==> config.mk <==
export PLATFORM = sky130hd
export DESIGN_NAME = seq_pipe_delay_param
export DESIGN_NICKNAME = d
export VERILOG_FILES = /design/src/rtl/seq_pipe_delay_param.sv
export SDC_FILE = /design/constraint.sdc
export NUM_CORES = 1
export LEC_CHECK = 0
export ABC_CLOCK_PERIOD_IN_PS = 1430
export BUFFER_PORTS_ARGS = -buffer_cell sky130_fd_sc_hd__buf_4
export CAP_MARGIN = 20
export CORE_MARGIN = 3
export CORE_UTILIZATION = 44
export DETAILED_ROUTE_END_ITERATION = 7
export MAX_ROUTING_LAYER = met4
export PLACE_DENSITY = 0.76
export SYNTH_ARGS = -nofsm -noshare
export SYNTH_HDL_FRONTEND = slang
export SYNTH_SLANG_ARGS = --single-unit
==> constraint.sdc <==
create_clock -name clk -period 1.43 [get_ports clk]
set_clock_uncertainty 0.15 [all_clocks]
set_input_delay 0.0715 -clock clk [delete_from_list [all_inputs] [get_ports clk]]
set_output_delay 0.0715 -clock clk [all_outputs]
set_load 0.01 [all_outputs]
==> src/rtl/seq_pipe_delay_param.sv <==
// seq_pipe_delay_param
//   NSTAGES-deep, NBITS-wide delay line. Each stage carries a valid bit.
//   The line can be stalled, flushed, and reports how many stages are occupied.
//   Update priority on each clock edge: reset, then flush, then shift (en), then hold.
//
// Ports
//   clk     : clock; all state changes on the rising edge
//   reset   : synchronous, active-high; clears data, valid bits and count
//   en      : 1 = shift one stage this edge, 0 = hold (stall)
//   flush   : synchronous clear; the entry presented on this edge is dropped
//   in_val  : the entry on in_ is valid
//   in_     : input data
//   out_val : valid bit of the last stage
//   out     : last-stage data; 0 when out_val is 0
//   count   : number of stages holding a valid entry (0..NSTAGES)
module seq_pipe_delay_param #(
  parameter  int NBITS   = 8,
  parameter  int NSTAGES = 2,
  localparam int CW      = $clog2(NSTAGES + 1)
) (
  input  logic             clk,
  input  logic             reset,
  input  logic             en,
  input  logic             flush,
  input  logic             in_val,
  input  logic [NBITS-1:0] in_,
  output logic             out_val,
  output logic [NBITS-1:0] out,
  output logic [CW-1:0]    count
);

  logic [NBITS-1:0] r_data [NSTAGES];
  logic [NSTAGES-1:0] r_val;
  logic [CW-1:0]    r_count;

  logic [NBITS-1:0] w_in_data;
  logic [CW-1:0]    w_count_shift;

  // Invalid slots always hold zero data.
  // The count is tracked incrementally, not recomputed as a popcount of r_val:
  // on a shift, one entry enters (in_val) and one leaves (the last-stage valid bit).
  always_comb begin
    w_in_data     = in_val ? in_ : '0;
    w_count_shift = r_count + CW'(in_val) - CW'(r_val[NSTAGES-1]);
  end

  always_ff @(posedge clk) begin
    if (reset || flush) begin
      for (int unsigned k = 0; k < unsigned'(NSTAGES); k++) begin
        r_data[k] <= '0;
      end
      r_val   <= '0;
      r_count <= '0;
    end else if (en) begin
      r_data[0] <= w_in_data;
      r_val[0]  <= in_val;
      for (int unsigned k = 1; k < unsigned'(NSTAGES); k++) begin
        r_data[k] <= r_data[k-1];
        r_val[k]  <= r_val[k-1];
      end
      r_count <= w_count_shift;
    end
  end

  always_comb begin
    out_val = r_val[NSTAGES-1];
    out     = r_val[NSTAGES-1] ? r_data[NSTAGES-1] : '0;
    count   = r_count;
  end

endmodule

Yosys cells after proc, flatten, opt, wreduce, memory -nomap -nowiden
Memories as Yosys holds them, arrays and structs flattened. Cells that the tools add are included. W data, S select, Z words.

Output and inout bits: 11. Memory bits (writable): 16. Memories: 1. Register bits after elaboration: 4. Logic and storage cells: 17.

Multiplexer cells: 9. Reductions and logical operators: 1. Add/subtract/negate cells: 2. Bitwise operators: 2.

Memories: r_data (depth 2, bits a word 8, read ports 2, clocked after Yosys merged registers in 0, write ports 2, RTL line 32) `logic [NBITS-1:0] r_data [NSTAGES];`.

Operators with widths (count): $mux W8 (4); $mux W1 (5); $add A2 B1 Y2 (1); $or A1 B1 Y1 (2); $sub A2 B1 Y2 (1); $logic_or A1 B1 Y1 (1).

Longest topological paths before layout
Word-level depth: 4. Depth in mapped cells: 7. Depth with buffers taken out: 7.

Worst setup path after synthesis
OpenSTA, ideal clock, no wires.

Kind: reg2reg. Start: reg r_count[0], in the netlist count[0]. End: reg r_count[1], in the netlist count[1]. Clock period less this slack: 1.568 ns. Path slack: -0.138 ns. Data arrival time: 1.292 ns. Cell stages (with the launch flop): 8. Data required time: 1.154 ns. Path buffers: 0. Cells stage by stage: dfxtp_1 > inv_1 > ha_1 > inv_1 > ha_1 > xnor2_1 > o211ai_1 > o31ai_2.

Cells in the longest elaborated chain, start to end: 2.

RTL lines: from (decl) (RTL line 34) `logic [CW-1:0] r_count;`; from (signal assigned) (RTL line 61) `r_count <= w_count_shift;`; $add A2 B1 Y2 (RTL line 44) `w_count_shift = r_count + CW'(in_val) - CW'(r_val[NSTAGES-1]);`; $sub A2 B1 Y2 (RTL line 44).

No other way between the ends. A chain may end at the register's enable or synchronous reset.

Worst setup path in the final report
Ends and elaborated chain as after synthesis.

==> metrics.yaml <==
timing:
  setup_viol: 1
  rsz0062_at_grt: "yes"
  post-route-period-util: 1.066
  finalMaxSlewViolations: 0
  hold_viol_final: 0
  finalCriticalPeriod_ns: 1.524
  fmax_ghz: 0.6562
  timing.setup.tns_ns: -0.09403
  finalWorstSetupSlack_ns: -0.09403
  max_slew_margin: 0.8673
  worst_pin_slew_ns: 0.1982
logic_synthesis:
  syn-cell-area_um2: 853.3
  synth_seq_cells: 20
  yosysWarnings: 0
  synth-seq-area-share: 0.6569
  synth.distinct_cells: 16
  async_flop_share: 0
  synth_commonest_cells: "16 x and2_1, 16 x edfxtp_1, 9 x and3_1, 4 x dfxtp_1"
  synth.avg_cell_area_um2: 13.33
  netlist_instances: 64
  synth-edff-count: 16
  netlist.area_leader.share: 0.5630
  synth_top_area_cell: "edfxtp_1"
  synth.top_cells.by_area: "edfxtp_1 56%, and2_1 12%, dfxtp_1 9.4%, and3_1 6.6%, mux2i_1 3.5%"
  ys.flop_type: "edfxtp_1"
  syn-num-nets: 79
clock_network:
  clk_latency_ns: 0.29
  cts_root_buf: "clkbuf_4"
  cts_tree: "done"
  path_clk_slew_ns: 0.10
  cts_buffer_depth: 2
  cts_buffers: 3
  htree_levels: 1
  clock_sinks: 20
setup_path:
  cp.buffers_inverters: 2
  worstPathCellList: "inv_2, ha_4, inv_2, ha_4, xnor2_4, o211ai_1, o31ai_2"
  worstSetupEndpointType: "flip-flop"
  crit_path_top_delay_cell: "dfxtp_2"
  path_delay_family: "adder cells"
  critical_path_class: "flip-flop to flip-flop"
  max_stage_delay_ns: 0.34
  arrival_ns: 1.55
  cp_max_fo: 2
  cp-start-kind: "flip-flop"
  required_ns: 1.46
run_status:
  outcome: "finished, violations left"
  violations: "setup timing"
layout:
  n_antenna_cell: 0
  fill_cells: 114
  final_util: 0.7186
  final_nets: 123
  drive_gt1_frac: 0.3925
  ff_latch_area_um2: 563.0
  multiInputGateArea_um2: 314.1
  area_growth_pct: 50.15
routing:
  wl_per_cell_um: 12.41
  drcViolationCount: 0
  detail-route-antenna-nets: 0
  num_vias: 610
  wl_mm: 1.638
  dr.pass1.iters: 4
  drt_iter0_drc: 6
  via_per_inst: 4.621
min_path:
  hold_path_class: "primary input to flip-flop"
floorplan:
  die_h_um: 50.04
  start_util: 0.4786
  pin_count: 24
  core_um2: 1783
  dieArea_um2: 2504
  die_x_um: 50.04
  std_cell_rows: 15
placed_design:
  place_congestion: 0.6782
  portBuffers: 23
power:
  leakagePower_nw: 0.5935
  power_density_nw_per_um2: 806.4
  vdd_drop_max_uv: 617.8
flow_run:
  maxCapViolCount: 0
grt:
  antenna_found_initial: 0
  grt_pass1_vias: 563
  grtUsageTotal: 0.1419
  grt_first_pass_wirelength_mm: 2.622
  grt_max_degree: 17
  grt-ovfl-total: 0
[power breakdown]
group	total (mW)	switching, mW	internal, mW
registers	0.656	0.00583	0.650
logic	0.113	0.0446	0.0679
clock network	0.265	0.157	0.108
total	1.03	0.207	0.826
[through the flow]
step / total power [mW] / cell area (um^2) / std cells / worst slack (ns) / hold WS [ns]
2_1_floorplan: 0.6998 / 855.8 / 64 / -0.09352 / -0.009144
3_3_place_gp: 0.7395 / 1077 / 114 / -0.05437 / 0.1242
3_5_place_dp: 0.7439 / 1077 / 114 / -0.1124 / 0.1231
4_1_cts: 1.032 / 1254 / 130 / -0.07690 / 0.01055
5_1_grt: 1.074 / 1281 / 132 / -0.1728 / 0.02648
6_report: 1.033 / 1281 / 132 / -0.09403 / 0.01525
[registers in the layout, summed over array words and instances (netlist names)]
signal  flops
r_data     16
r_val       2
count       2
[worst register-to-register path: stages, from the launching register on]
cell,delay (ns)
dfxtp_2,0.34
inv_2,0.04
ha_4,0.26
inv_2,0.04
ha_4,0.17
xnor2_4,0.13
o211ai_1,0.20
o31ai_2,0.09
[placed cells by master (no fill, tap or decap), types with 3 or more instances in the layout]
cell,netlist,final
dlygate4sd3_1,0,11
buf_4,1,30
edfxtp_1,16,16
and2_1,16,16
mux2i_1,3,3
nor3_1,3,3
and3_1,9,8
clkbuf_4,0,3
[final timing paths]
path	start	endpoint	slack (ns)	cells past startpoint
worst min register to register	r_val[0]	r_val[1]	0.38	2
worst max register to register	count[0]	count[1]	-0.09	7
worst max-delay path	count[0]	count[1]	-0.09	7
worst min-delay path	en	r_val[1]	0.02	3
[per-layer routing]
layer | global-route usage | wire length [um]
met2 | 0.2500 | 922
met5 | - | 0
met3 | 0.01813 | 64
met4 | 0.04147 | 14
met1 | 0.1673 | 636
[timing repair]
item	in CTS	in global routing
buffers inserted	1	2
hold endpoints to repair	12	0
pin swaps	3	4
hold buffers	11	0
endpoints found under the setup margin	1	9
resized for setup	6	2
[layout make-up]
class | count | share of cell area
sequential | 20 | 0.4395
timing repair buffer | 41 | 0.2617
multi-input combinational | 39 | 0.2451
tap | 25 | 0.02441
clock buffer | 4 | 0.02051
inverter | 3 | 0.008789
[kinds of logic (layout without fill, tap and decap cells)]
family | count (synthesis) | after routing | share of synthesized area
xor+xnor | 1 | 1 | 0.01027
mux | 3 | 3 | 0.03519
flops | 20 | 20 | 0.6569
fa+ha+maj | 2 | 2 | 0.02932
simple gates | 31 | 31 | 0.2170
compound gates | 2 | 2 | 0.02346
buf+inv | 5 | 48 | 0.02786
(Power assumes the default switching activity.)
